**config.mk**
```make
export PLATFORM = sky130hd
export DESIGN_NAME = relu_maxpool
export DESIGN_NICKNAME = d
export VERILOG_FILES = /design/src/rtl/relu_maxpool.sv
export SDC_FILE = /design/constraint.sdc
export NUM_CORES = 1
export LEC_CHECK = 0
export ABC_CLOCK_PERIOD_IN_PS = 9820
export BUFFER_PORTS_ARGS = -buffer_cell sky130_fd_sc_hd__buf_2
export CAP_MARGIN = 20
export CORE_MARGIN = 4
export CORE_UTILIZATION = 60
export CTS_BUF_LIST = sky130_fd_sc_hd__clkbuf_8 sky130_fd_sc_hd__clkbuf_16
export CTS_CLUSTER_SIZE = 28
export DETAILED_ROUTE_END_ITERATION = 8
export GPL_TIMING_DRIVEN = 0
export PLACE_DENSITY_LB_ADDON = 0.2
export SLEW_MARGIN = 20
export SYNTH_ARGS = -nofsm -noshare
export SYNTH_HDL_FRONTEND = slang
export SYNTH_SLANG_ARGS = --single-unit
```
**constraint.sdc**
```tcl
create_clock -name clk_i -period 9.82 [get_ports clk_i]
set_input_delay 1.473 -clock clk_i [delete_from_list [all_inputs] [get_ports clk_i]]
set_output_delay 1.473 -clock clk_i [all_outputs]
set_load 0.05 [all_outputs]
```
**src/rtl/relu_maxpool.sv**
```systemverilog
// relu_maxpool: streaming ReLU followed by a 2x2 / stride-2 signed max-pool.
// Consumes a row-major M x M feature map (M = n-k+1), one element per accepted
// cycle, and emits one pooled value per 2x2 window using a half-row line buffer.
// Odd trailing row/column are counted but never pooled.
//
// Ports:
//   clk_i        in  1  clock, rising edge
//   rst_i        in  1  synchronous active-high reset
//   en_i         in  1  stage enable; when low, input is ignored and state holds
//   data_i       in  N  signed feature-map element
//   val_i        in  1  data_i valid (accepted only with en_i)
//   pool_o       out N  pooled result (always >= 0), holds between strobes
//   val_pool_o   out 1  one-cycle strobe, pool_o valid
//   done_pool_o  out 1  one-cycle strobe, end of frame
module relu_maxpool #(
  parameter int n = 4,
  parameter int k = 3,
  parameter int N = 16,
  parameter int Q = 12
) (
  input  logic                clk_i,
  input  logic                rst_i,
  input  logic                en_i,
  input  logic signed [N-1:0] data_i,
  input  logic                val_i,
  output logic signed [N-1:0] pool_o,
  output logic                val_pool_o,
  output logic                done_pool_o
);

  localparam int unsigned M   = n - k + 1;
  localparam int unsigned P   = M / 2;
  localparam int unsigned CW  = (M > 1) ? $clog2(M) : 1;
  localparam int unsigned JW  = (P > 1) ? $clog2(P) : 1;
  // Line buffer rounded up to a power of two so the pair index never needs a range check.
  localparam int unsigned LBD = 2 ** JW;

  // Reject maps too small to pool and nonsensical fixed-point formats.
  if ((n - k + 1) < 2 || Q > N) begin : g_bad_params
    $error("relu_maxpool: requires n-k+1 >= 2 and Q <= N");
  end

  logic [CW-1:0]       col;
  logic [CW-1:0]       row;
  logic signed [N-1:0] hold;
  logic signed [N-1:0] lb [LBD];

  logic                accept;
  logic signed [N-1:0] relu;
  logic signed [N-1:0] hmax;
  logic signed [N-1:0] vmax;
  logic [JW-1:0]       j;
  logic                col_last;
  logic                row_last;

  // Datapath: ReLU, horizontal max against the held even-column value,
  // vertical max against the line-buffer entry for this column pair.
  always_comb begin
    accept   = en_i & val_i;
    relu     = data_i[N-1] ? '0 : data_i;
    hmax     = (hold > relu) ? hold : relu;
    j        = JW'(col >> 1);
    vmax     = (lb[j] > hmax) ? lb[j] : hmax;
    col_last = (col == CW'(M - 1));
    row_last = (row == CW'(M - 1));
  end

  // Position counters, horizontal hold register and registered outputs.
  always_ff @(posedge clk_i) begin
    if (rst_i) begin
      col         <= '0;
      row         <= '0;
      hold        <= '0;
      pool_o      <= '0;
      val_pool_o  <= 1'b0;
      done_pool_o <= 1'b0;
    end else begin
      val_pool_o  <= 1'b0;
      done_pool_o <= 1'b0;
      if (accept) begin
        if (!col[0]) begin
          hold <= relu;
        end else if (row[0]) begin
          // Odd row, odd column: bottom-right of a window completes here.
          pool_o     <= vmax;
          val_pool_o <= 1'b1;
        end
        if (col_last) begin
          col <= '0;
          row <= row_last ? '0 : row + CW'(1);
        end else begin
          col <= col + CW'(1);
        end
        done_pool_o <= col_last & row_last;
      end
    end
  end

  // Line buffer: written on even rows, always ahead of the odd-row read, so no reset.
  always_ff @(posedge clk_i) begin
    if (!rst_i && accept && col[0] && !row[0]) begin
      lb[j] <= hmax;
    end
  end

endmodule
```
# --- Yosys cells after proc, flatten, opt, wreduce, memory -nomap -nowiden ---
# Memory sizes are Yosys's and may differ from the RTL's.
# Cells that the tools add are included.
totals:
  regBits: 36
  ramBits: 32
  in_bits: 20
  output_inout_bits: 18
  wordCells: 33
  memories: 1
memory_table:
  columns: ["name", "depth", "width", "read_ports", "rd_ports_with_merged_regs", "wr", "line_no", "text"]
  rows:
  - ["lb", 2, 16, 1, 0, 1, "46", "logic signed [N-1:0] lb [LBD];"]
op_classes:
  addsub: 2
  order_cmp: 2
  muxes: 8
  bitwise: 4
  n_reduce_logical: 10
op_table:
  columns: ["cell", "n"]
  rows:
  - ["greater-than comparator 16 bit", 2]
  - ["2-to-1 mux 16 bit", 2]
  - ["2-to-1 mux 15 bit", 1]
  - ["2-to-1 mux 1 bit", 5]
  - ["AND reduction 2 bit", 2]
  - ["logical AND 1 bit", 3]
  - ["AND reduction 3 bit", 1]
  - ["OR reduction 3 bit", 1]
  - ["adder 1 bit (second input constant)", 2]
  - ["bitwise AND 1 bit", 2]
  - ["logical NOT 1 bit", 2]
  - ["NOT 1 bit", 2]
  - ["OR reduction 2 bit", 1]

# --- Logic depth before layout (Yosys ltp) ---
logic_depth:
  ltp_word: 6
  depth_mapped: 24
  mapped_depth_nobuf: 19

# --- Least setup slack after synthesis ---
# Ideal clock, no wire load.
synth_path:
  path_kind: "input to register"
  startpoint: "input data_i[15]"
  endpoint: "register pool_o[10]"
  setup_ps: 67
  t_arrival_ps: 5685
  required_ps: 9753
  setup_slack_ps: 4068
  stages: 23
  n_path_buf: 5
  path_cell_list: "clkbuf_1 nor2b_1 inv_1 ha_1 nand3_2 nor3_1 or4_1 clkbuf_1 nor2_1 a211oi_2 buf_4 mux2i_1 ha_1 a21o_1 a21o_1 a21o_1 a21o_1 a311oi_1 a41o_1 buf_6 buf_2 a21oi_1 o21ai_2"
synth_between:
  elab_chain_len: 5
synth_rtl:
  columns: ["item", "line_no", "text"]
  rows:
  - ["start: declaration", "24", "input logic signed [N-1:0] data_i,"]
  - ["2-to-1 mux 15 bit *", "60", "relu = data_i[N-1] ? '0 : data_i;"]
  - ["greater-than comparator 16 bit", "61", "hmax = (hold > relu) ? hold : relu;"]
  - ["2-to-1 mux 16 bit *", "61", null]
  - ["greater-than comparator 16 bit", "63", "vmax = (lb[j] > hmax) ? lb[j] : hmax;"]
  - ["2-to-1 mux 16 bit *", "63", null]
  - ["end signal: assignment", "85", "pool_o <= vmax;"]
  - ["end: declaration", "26", "output logic signed [N-1:0] pool_o,"]
# Every way passes the cells marked *; elsewhere a longest branch is shown, timed or not.
# A chain may end at the register's enable or synchronous reset.

# --- Final worst setup path ---
layout_path:
  startpoint: "input data_i[15]"
  endpoint: "register pool_o[9]"
# Same word-level chain as after synthesis.

==> impl_metrics.toml <==
[cts]
cts_tree = "yes"
postCtsHoldBufs = 0
post_cts_buffers = 0
cts_sinks = 49
cts_resized = 0
cts_inserted_buffers = 5
cts-root-buf = "clkbuf_8"
cts.reportedPaths.clkPinSlew_ns = 0.09
cts_buffer_depth = 2
clock_latency_ns = 0.31
cts_max_level = 2

[timing]
hold_viol_final = 0
final-setup-viol-count = 0
maxSlewHeadroom_pct = 42.16
final.setup.worst_slack_ns = 3.194
fin_crit_ns = 6.626
max_slew.worst_pin.slew_ns = 0.8564
grt_setup_unrepaired = "false"
post-route-period-util_pct = 67.48
fin_skew_ns = 0.008967
clock.fmax_ghz = 0.1509
tns_ns = 0
maxSlewViolCount = 0

[setup_path]
cp_max_fo = 10
crit_type = "primary input to register"
setup.worst_path.end_class = "register"
startpoint_type = "primary input"
required_ns = 10.02
worstPathArrival_ns = 6.83

[final_layout]
fin_nets = 429
area_delta_synth_final_pct = 12.27
drive_gt1_share_pct = 18.90
insertedDiodeCount = 0
fillers = 419

[power_and_ir_drop]
power_density_nw_per_um2 = 119.5
comb_power_share_pct = 16.8
p_sw_uw = 112.2
worst_ir_drop_vdd_mv = 0.06260
cellInternalPower_uw = 286.1
pwr-share-seq_pct = 53.7
p_leak_uw = 0.001481
switching_share_pct = 28.17
p_clk_share_pct = 29.5

[detailed_routing]
ant_nets = 0
drt_pre_antenna_iters = 4
drt_wl_total_mm = 6.519
routedWlPerCell_um = 14.55
vias_per_cell = 5.607
drc = 0
vias = 2512
drtIter0Drc = 184

[global_route]
grt_pass1_vias = 2500
overflow = 0
antenna_found_initial = 0
grt_pass1_wl_mm = 11.05
grt_start_max_net_pins = 15
grtUsageTotal_pct = 22.51

[logic_synthesis]
synth_area_um2 = 2968
synthDistinctLibCells = 43
synth_flop_cell = "dfxtp_1"
yosys_warnings = 0
synth_edf_count = 15
ys_seq_area_share_pct = 38.11
netlist.area_leader.share_pct = 22.93
synth.net_count = 385
synth-async-reset-ratio_pct = 0
ys_ff_latch = 49
synthCells = 336
yosys-top-cells-count = "49 x nand2_1, 40 x a21oi_1, 34 x dfxtp_1, 32 x inv_1, 29 x ha_1"
syn_area_per_cell_um2 = 8.833
synth.area.top_cells = "dfxtp_1 23%, edfxtp_1 15%, ha_1 12%, a21oi_1 6.7%, nand2_1 6.2%"
yosysMostFrequentCell = "nand2_1"
synth_area_leader_cell = "dfxtp_1"

[placement]
place_ws_ns = 3.017
gp_congestion = 0.8531
place.port_buffers = 36
place_hpwl_mm = 5.051

[floorplanning]
die_w_um = 78.33
start_util_pct = 62.42
pin_count = 38
die_h_um = 78.33
core_um2 = 4755
dieArea_um2 = 6136
rows = 25

[job]
cap_violations = 0

[worst_hold_path]
min_path_type = "register to register"

[outcome]
outcome = "finished clean"
## final timing paths
check        depth (start not counted)  slack, ns         to        from
min                                  2       0.44  pool_o[4]   pool_o[4]
min reg2reg                          2       0.44  pool_o[4]   pool_o[4]
max                                 24       3.19  pool_o[9]  data_i[15]
max reg2reg                         20       4.76  pool_o[9]    hold[14]
## metrics by stage
step	std cells	util (%)	hold WS, ns	total power (uW)	cell area [um2]
floorplan	336	-	0.4490	266.5	2968
finish	448	70.08	0.4446	398.3	3332
CTS	448	70.08	0.4469	398.2	3332
global route	448	70.08	0.4627	417.4	3332
global placement	439	67.97	0.4300	281.9	3232
detailed placement	440	68.32	0.4353	284.7	3248
## cell usage in the layout, fill, tap and decap left out, drive strengths merged
master	instances
nand2	49
buf	45
a21oi	40
inv	34
dfxtp	34
ha	29
o21ai	19
nor2b	17
mux2i	15
edfxtp	15
a31o	14
clkbuf	13
nor2	10
nor3	8
a21o	6
nand4	5
nand3	4
or4	3
o211ai	2
nand2b	2
and3	2
or2	2
a211oi	1
and2	1
a31oi	1
o31a	1
o21a	1
a311oi	1
a41o	1
nand3b	1
a41oi	1
a22oi	1
xor2	1
conb	1
clkinvlp	1
## state kept, by name (all words and copies together) (netlist names)
| name | cells |
|---|---|
| lb | 15 |
| pool_o | 15 |
| done_pool_o | 1 |
| col | 1 |
| row | 1 |
| hold | 15 |
| val_pool_o | 1 |
## power by group through the flow
stage          Sequential (uW)  Clock (uW)  Combinational [uW]
2_1_floorplan              218           0                48.2
3_3_place_gp               218           0                63.5
3_5_place_dp               219           0                66.1
4_1_cts                    214         118                66.7
5_1_grt                    214         128                75.2
6_report                   214         117                67.0
## kinds of logic (layout without fill, tap and decap cells)
group,after synthesis,in the layout,share of synthesized area [%]
and+or+nand+nor,104,104,17.58
DFF,49,49,38.11
adders and majority gates,29,29,12.23
buffers and inverters,48,93,7.377
xor gates and xnor gates,1,1,0.2952
AOI/OAI and AO/OA,89,89,19.22
other,1,1,0.1264
muxes,15,15,5.059
## worst max-delay path, stage by stage
cell and delay (ns):
buf_2 0.14, clkbuf_1 0.25, nor2b_1 0.28, inv_1 0.07, ha_1 0.31, nand3_2 0.12, nor3_1 0.23, or4_1 0.14
clkbuf_1 0.24, nor2_1 0.10, a211oi_2 0.45, buf_4 0.31, mux2i_1 0.42, ha_1 0.24, nand4_1 0.12, nor3_1 0.52
o21ai_0 0.20, o21ai_0 0.23, a311oi_1 0.11, a41o_1 0.25, buf_6 0.14, buf_2 0.18, a21oi_1 0.20, o21ai_2 0.08
## per-layer routing
metal / part of all wire (%) / up-vias / global-route usage [%]
met3: 5.4 / 9 / 3.899
li1: - / 1259 / -
met5: 0 / - / 0
met2: 49 / 72 / 40.15
met4: 1.4 / 0 / 7.343
met1: 44 / 1172 / 27.43
## final cells by class
type                    count  area (um2)  share of cell area [%]
plain buffers              16       98.84                   2.967
clock buffers               5       68.82                   2.065
clock inverters             3       15.01                  0.4506
inverters                  32       120.1                   3.605
multi-input cells         239        1623                   48.70
flip-flops and latches     49        1131                   33.95
well taps                  67       83.83                   2.516
repair buffers             37       191.4                   5.745
Note: power is estimated with default switching activity, not from simulation.
